File: src/rtl/ahb_pkg.sv
// ============================================================================
// Module      : ahb_pkg
// Description : AHB encodings and master state codes shared by the bridge.
// Revision    : 1.0
// ============================================================================
`default_nettype none

package ahb_pkg;

    localparam logic       HTRANS_IDLE   = 1'b0;
    localparam logic       HTRANS_NONSEQ = 1'b1;

    localparam logic       HRESP_OKAY    = 1'b0;
    localparam logic       HRESP_ERROR   = 1'b1;

    localparam logic [2:0] HSIZE_BYTE    = 3'b000;
    localparam logic [2:0] HSIZE_HALF    = 3'b001;
    localparam logic [2:0] HSIZE_WORD    = 3'b010;

    localparam int unsigned MST_STATE_W  = 1;
    localparam logic [MST_STATE_W-1:0] MST_IDLE = 1'b0;
    localparam logic [MST_STATE_W-1:0] MST_DATA = 1'b1;

endpackage

`default_nettype wire

File: src/rtl/ahb_req_buf.sv
// ============================================================================
// Module      : ahb_req_buf
// Description : Single-entry request register (direction, address, data).
// Revision    : 1.0
// ============================================================================
`default_nettype none

module ahb_req_buf #(
    parameter int DATA_WIDTH = 32,
    parameter int ADDR_WIDTH = 32
) (
    input  logic                  i_clk_ahb,
    input  logic                  i_rstn_ahb,
    input  logic                  i_load,
    input  logic                  i_clear,
    input  logic                  i_write,
    input  logic [ADDR_WIDTH-1:0] i_addr,
    input  logic [DATA_WIDTH-1:0] i_wdata,
    output logic                  o_full,
    output logic                  o_write,
    output logic [ADDR_WIDTH-1:0] o_addr,
    output logic [DATA_WIDTH-1:0] o_wdata
);

    logic                  r_full;
    logic                  r_write;
    logic [ADDR_WIDTH-1:0] r_addr;
    logic [DATA_WIDTH-1:0] r_wdata;

    // Load only happens while empty and clear only while full, so they never collide.
    always_ff @(posedge i_clk_ahb or negedge i_rstn_ahb) begin
        if (!i_rstn_ahb) begin
            r_full  <= 1'b0;
            r_write <= 1'b0;
            r_addr  <= '0;
            r_wdata <= '0;
        end else if (i_clear) begin
            r_full  <= 1'b0;
        end else if (i_load) begin
            r_full  <= 1'b1;
            r_write <= i_write;
            r_addr  <= i_addr;
            r_wdata <= i_wdata;
        end
    end

    assign o_full  = r_full;
    assign o_write = r_write;
    assign o_addr  = r_addr;
    assign o_wdata = r_wdata;

endmodule

`default_nettype wire

File: src/rtl/ahb_master.sv
// ============================================================================
// Module      : ahb_master
// Description : Replays bridge requests as single-beat pipelined AHB transfers.
// Revision    : 1.0
// ============================================================================
`default_nettype none

module ahb_master
    import ahb_pkg::*;
#(
    parameter int         DATA_WIDTH = 32,
    parameter int         ADDR_WIDTH = 32,
    parameter logic [2:0] HSIZE_VAL  = HSIZE_WORD
) (
    input  logic                  i_clk_ahb,
    input  logic                  i_rstn_ahb,
    input  logic                  i_valid,
    input  logic                  i_rd0_wr1,
    input  logic [ADDR_WIDTH-1:0] i_addr,
    input  logic [DATA_WIDTH-1:0] i_wr_data,
    output logic                  o_ready,
    output logic                  o_rd_valid,
    output logic [DATA_WIDTH-1:0] o_rd_data,
    output logic                  o_err,
    output logic                  o_htrans,
    output logic [2:0]            o_hsize,
    output logic                  o_hwrite,
    output logic [ADDR_WIDTH-1:0] o_haddr,
    output logic [DATA_WIDTH-1:0] o_hwdata,
    input  logic                  i_hready,
    input  logic                  i_hresp,
    input  logic [DATA_WIDTH-1:0] i_hrdata
);

    logic [MST_STATE_W-1:0] r_state;
    logic [MST_STATE_W-1:0] w_state_nxt;

    logic                  w_buf_full;
    logic                  w_buf_write;
    logic [ADDR_WIDTH-1:0] w_buf_addr;
    logic [DATA_WIDTH-1:0] w_buf_wdata;

    logic                  w_load;
    logic                  w_accept;
    logic                  w_in_data;
    logic                  w_complete;
    logic                  w_htrans;

    logic                  r_dp_write;
    logic [DATA_WIDTH-1:0] r_dp_wdata;
    logic                  r_rd_valid;
    logic [DATA_WIDTH-1:0] r_rd_data;
    logic                  r_err;

    assign w_load     = i_valid && !w_buf_full;
    assign w_in_data  = (r_state == MST_DATA);
    assign w_complete = w_in_data && i_hready;
    assign w_accept   = w_htrans && i_hready;

    ahb_req_buf #(
        .DATA_WIDTH (DATA_WIDTH),
        .ADDR_WIDTH (ADDR_WIDTH)
    ) u_req_buf (
        .i_clk_ahb  (i_clk_ahb),
        .i_rstn_ahb (i_rstn_ahb),
        .i_load     (w_load),
        .i_clear    (w_accept),
        .i_write    (i_rd0_wr1),
        .i_addr     (i_addr),
        .i_wdata    (i_wr_data),
        .o_full     (w_buf_full),
        .o_write    (w_buf_write),
        .o_addr     (w_buf_addr),
        .o_wdata    (w_buf_wdata)
    );

    always_ff @(posedge i_clk_ahb or negedge i_rstn_ahb) begin
        if (!i_rstn_ahb) begin
            r_state <= MST_IDLE;
        end else begin
            r_state <= w_state_nxt;
        end
    end

    always_comb begin
        w_state_nxt = r_state;
        case (r_state)
            MST_IDLE: if (w_accept) w_state_nxt = MST_DATA;
            MST_DATA: if (i_hready && !w_accept) w_state_nxt = MST_IDLE;
            default:  w_state_nxt = MST_IDLE;
        endcase
    end

    // The pipelined request is withheld during both ERROR cycles so it stays buffered.
    always_comb begin
        w_htrans = HTRANS_IDLE;
        o_haddr  = '0;
        o_hwrite = 1'b0;
        o_hwdata = '0;
        if (w_buf_full && !(w_in_data && i_hresp == HRESP_ERROR)) begin
            w_htrans = HTRANS_NONSEQ;
            o_haddr  = w_buf_addr;
            o_hwrite = w_buf_write;
        end
        if (w_in_data && r_dp_write) begin
            o_hwdata = r_dp_wdata;
        end
    end

    always_ff @(posedge i_clk_ahb or negedge i_rstn_ahb) begin
        if (!i_rstn_ahb) begin
            r_dp_write <= 1'b0;
            r_dp_wdata <= '0;
            r_rd_valid <= 1'b0;
            r_rd_data  <= '0;
            r_err      <= 1'b0;
        end else begin
            r_rd_valid <= w_complete && !r_dp_write;
            r_err      <= w_complete && (i_hresp == HRESP_ERROR);
            if (w_complete && !r_dp_write) begin
                r_rd_data <= (i_hresp == HRESP_ERROR) ? '0 : i_hrdata;
            end
            if (w_accept) begin
                r_dp_write <= w_buf_write;
                r_dp_wdata <= w_buf_wdata;
            end
        end
    end

    assign o_ready    = !w_buf_full;
    assign o_htrans   = w_htrans;
    assign o_hsize    = HSIZE_VAL;
    assign o_rd_valid = r_rd_valid;
    assign o_rd_data  = r_rd_data;
    assign o_err      = r_err;

endmodule

`default_nettype wire
File: config.mk
export PLATFORM = sky130hd
export DESIGN_NAME = ahb_master
export DESIGN_NICKNAME = d
export VERILOG_FILES = /design/src/rtl/ahb_pkg.sv /design/src/rtl/ahb_req_buf.sv /design/src/rtl/ahb_master.sv
export SDC_FILE = /design/constraint.sdc
export NUM_CORES = 1
export LEC_CHECK = 0
export CORE_MARGIN = 2
export CORE_UTILIZATION = 41
export CTS_CLUSTER_DIAMETER = 60
export DETAILED_ROUTE_END_ITERATION = 7
export PLACE_DENSITY_LB_ADDON = 0.1
export SLEW_MARGIN = 20
export SYNTH_ARGS = -nofsm -noshare
export SYNTH_HDL_FRONTEND = slang
export SYNTH_SLANG_ARGS = --single-unit
File: constraint.sdc
create_clock -name i_clk_ahb -period 1.4 [get_ports i_clk_ahb]
set_input_delay 0.28 -clock i_clk_ahb [delete_from_list [all_inputs] [get_ports i_clk_ahb]]
set_output_delay 0.28 -clock i_clk_ahb [all_outputs]
set_load 0.02 [all_outputs]
# ---- Word-level counts from Yosys, hierarchy flattened
# Index checks and enable logic that the tools add are counted.
dict set report op_classes {
  n_mux 10
  n_bitwise 2
  n_reduce_logical 15
}
# op n
set op_table {}
lappend op_table {{32-bit 2-to-1 mux} 3}
lappend op_table {{1-bit logical AND} 9}
lappend op_table {{1-bit 2-to-1 mux} 6}
lappend op_table {{1-bit zero test} 4}
lappend op_table {{1-bit NOT} 2}
lappend op_table {{1-bit one-hot mux with 2 select lines} 1}
lappend op_table {{2-bit AND reduction} 1}
lappend op_table {{2-bit nonzero test} 1}
dict set report totals {
  ff_bits 134
  output_inout_bits 104
  elab_cells 37
}

# ---- Depth between registers and ports, before layout
dict set report logic_depth {
  word_depth 9
  ltp_mapped 6
  depth_no_buf 3
}

# ---- By module
# A second synthesis with hierarchy kept.
dict set report hier_totals {
  cells_unflattened 441
  hier_area_um2 6007.0
}
# mod instances cells_per_inst area_per_inst_um2
set modules_own_cells {}
lappend modules_own_cells {ahb_master 1 300 3286.9}
lappend modules_own_cells {ahb_req_buf 1 141 2720.1}

# ---- Worst setup path before layout
# OpenSTA, ideal clock, no wires.
dict set report synth_path {
  path_kind {reg-to-output}
  from {reg (tool-made name)}
  to {out o_haddr[21]}
  arrival_time_ps 1340
  setup_slack_ps -220
  stages_incl_launch_ff 5
  cell_sequence {dfrtp_1 buf_6 a21boi_4 clkbuf_1 and2_1}
}
# item line
set synth_rtl {}
lappend synth_rtl {{to (decl)} ahb_master.sv:28} ;# output logic [ADDR_WIDTH-1:0] o_haddr,

# ---- Final worst setup path
dict set report layout_path {
  from {reg u_req_buf.r_full, in the netlist u_req_buf.o_full}
  to {out o_haddr[30]}
}
dict set report layout_via {
  elab_chain_len 2
}
# item line
set layout_rtl {}
lappend layout_rtl {{from (decl)} ahb_req_buf.sv:25} ;# logic r_full;
lappend layout_rtl {{from (signal assigned)} ahb_req_buf.sv:33} ;# r_full <= 1'b0;
lappend layout_rtl {{from (signal assigned)} ahb_req_buf.sv:38} ;# r_full <= 1'b0;
lappend layout_rtl {{from (signal assigned)} ahb_req_buf.sv:40} ;# r_full <= 1'b1;
lappend layout_rtl {{1-bit logical AND} ahb_master.sv:100} ;# if (w_buf_full && !(w_in_data && i_hresp == HRESP_ERROR)) begin
lappend layout_rtl {{32-bit 2-to-1 mux} ahb_master.sv:100}
# No other way between the ends.

==> results.sh <==
export IMPL_clock_sinks=134
export IMPL_clock_latency_ns=0.41
export IMPL_rsz0062_at_grt="true"
export IMPL_run_status="finished with violations"
export IMPL_fin_crit_ns=1.83
export IMPL_syn_area_per_cell_sq_um=13.0
export IMPL_overflow=0
export IMPL_r2r_end="r_dp_write"
export IMPL_worstReg2RegStart="u_req_buf.o_full"
export IMPL_drive_gt1_share_pct=43.9
export IMPL_cp_cell_sequence="a21boi_4 > buf_4 > buf_12 > and2_1 > buf_4"
export IMPL_p_total_mw=18.7
export IMPL_worst_ep_required_time_ns=1.12
export IMPL_numPortBuffers=202
export IMPL_synth_common_cells="dfrtp_1, mux2_2, and2_1, and3_1, o21ai_0"
export IMPL_violations="setup timing"
export IMPL_ios=206
export IMPL_dp_slack_ns=-0.877
export IMPL_path_buf_inv=3
export IMPL_yosysSeqAreaShare_pct=58.7
export IMPL_grt_pass1_wl_mm=23.2
export IMPL_setup_worst_path_start_class="register"
export IMPL_synth_edf_count=0
export IMPL_num_rows=43
export IMPL_routed_wirelength_mm=16.8
export IMPL_initial_core_util_pct=41.6
export IMPL_dr_total_vias=4281
export IMPL_timing_hold_ws_ns=0.324
export IMPL_numCtsBuffers=17
export IMPL_wl_per_cell_microns=19.2
export IMPL_ys_warn_count=0
export IMPL_first_pass_iters=4
export IMPL_gp_congestion=0.770
export IMPL_clk_pin_slew_ns=0.06
export IMPL_powerDensity_nw_per_um2=1980
export IMPL_max_freq_mhz=547
export IMPL_slew_viol_final=0
export IMPL_final_nets=782
export IMPL_critical_path_class="register to primary output"
export IMPL_antenna_cells=0
export IMPL_dpl_hpwl_mm=9.76
export IMPL_ant_nets=0
export IMPL_route_detailed_drc=0
export IMPL_synth_ff_latch_count=134
export IMPL_synthDistinctLibCells=19
export IMPL_yosysTopAreaCellShare_pct=58.7
export IMPL_setup_viol=199
export IMPL_cts_max_level=4
export IMPL_dpl_cell_count=810
export IMPL_max_stage_delay_ns=0.39
export IMPL_fp_dieH_microns=122
export IMPL_core_sq_um=13700
export IMPL_critical_path_top_delay_family="buffers and inverters"
export IMPL_first_global_vias=4311
export IMPL_ctsLongestPathBuffers=2
export IMPL_cts_root_buf="clkbuf_16"
export IMPL_fin_ws_ns=-0.430
export IMPL_reg2reg_depth=6
export IMPL_synth_cells=438
export IMPL_hold_viol_final=0
export IMPL_cp_slowest_cell="dfrtp_1"
export IMPL_grt_max_degree=49
export IMPL_cp_end_kind="primary output"
export IMPL_setup_tns_ns=-42.98
export IMPL_cpMostUsedCell="buf_4"
export IMPL_async_flop_share_pct=100
export IMPL_netlist_top_cells_area="dfrtp_1, mux2_2, mux2_4, and2_1, and3_1"
export IMPL_synth_most_common_cell="dfrtp_1"
export IMPL_cts_tree="built"
export IMPL_instances_no_fill=873
export IMPL_synthToLayoutAreaGrowth_pct=65.8
export IMPL_clock_skew_ns=0.00826
export IMPL_leakage_nw=4.56
export IMPL_track_usage_pct=20.6
export IMPL_critPathArrivalTime_ns=1.55
export IMPL_die_area_sq_um=14900
export IMPL_period_share_pct=131
export IMPL_viasPerCell=4.90
export IMPL_synthFlopType="dfrtp_1"
export IMPL_antenna_found_initial=0
export IMPL_ir_worst_vdd_uv=984
export IMPL_r2r_slack_ns=-0.32
export IMPL_yosys_area_top_type="dfrtp_1"
export IMPL_hold_class="input port to async pin"
export IMPL_crit_fanout=4
export IMPL_maxCapViolCount=0
export IMPL_chipWidth_microns=122
export IMPL_synth_area_sq_um=5710
export IMPL_drtIter0Drc=188
-- per-stage QoR --
stage	area (sq um)	util, %
final	9460	69.0
after global routing	9460	69.0
after CTS	9000	65.6
after detailed placement	8130	59.3
after global placement	8130	59.3
after floorplan	5750	-
-- routing by layer --
| metal | track usage (%) | vias up | share of wire (%) |
|---|---|---|---|
| met1 | 26.5 | 2157 | 43 |
| met5 | 0 | - | 0 |
| met2 | 33.6 | 144 | 49 |
| met4 | 7.33 | 0 | 1.3 |
| met3 | 5.62 | 17 | 6.0 |
| li1 | - | 1963 | - |
-- report_power, final --
part	internal (mW)	switching [mW]
sequential	5.52	0.926
combinational	4.41	3.41
clock	2.85	1.59
total	12.8	5.93
-- worst max-delay path by stage --
stage,from,to,slack [ns],cells after the start
after detailed placement,i_hresp,o_haddr[15],-0.88,5
after CTS,register,o_haddr[2],-0.47,5
after floorplan,register,o_haddr[21],-0.01,4
final,u_req_buf.o_full,o_haddr[30],-0.43,5
after global placement,i_hresp,o_haddr[26],-0.85,5
after global routing,u_req_buf.o_full,o_haddr[31],-0.49,5
-- area by class of cell --
type,instances,area (sq um)
fillers,1032,4260
flip-flops and latches,134,3350
repair buffers,255,2820
inverters,3,11.3
multi-input cells,269,2450
clock inverters,8,95.1
well taps,180,225
clock buffers,24,502
-- timing repair --
item / in CTS / in global routing
pin swaps: 17 / 1
hold endpoints to repair: 29 / 0
setup buffers: 6 / 4
hold buffers: 1 / 0
setup endpoints to repair: 231 / 224
gates cloned: 6 / 16
resized for setup: 459 / 87
-- sequential cells by signal, summed over array words and instances (netlist names), 32 cells and up, named ones only --
register and cells:
o_rd_data 32, r_dp_wdata 32, u_req_buf.o_addr 32, u_req_buf.o_wdata 32
-- placed cells by master, fill, tap and decap left out, drive strengths merged, types with 2 or more instances in the layout --
cell / n
dfrtp: 134
buf: 107
o21ai: 33
and2: 33
clkinv: 4
inv: 3
nand2: 33
clkdlybuf4s15: 21
clkdlybuf4s50: 100
clkbuf: 48
bufbuf: 2
conb: 3
mux2: 98
nand2b: 32
and3: 33
clkinvlp: 2
bufinv: 2
-- cell families (layout without fill, tap and decap cells) --
logic type / after synthesis / in the layout / synth area share, %
DFF: 134 / 134 / 58.7
and+or+nand+nor: 133 / 133 / 13.3
muxes: 98 / 98 / 21.2
buffers and inverters: 36 / 290 / 3.31
AOI/OAI and AO/OA: 35 / 35 / 3.35
other: 2 / 3 / 0.132
Power figures use the tool's default switching activity.
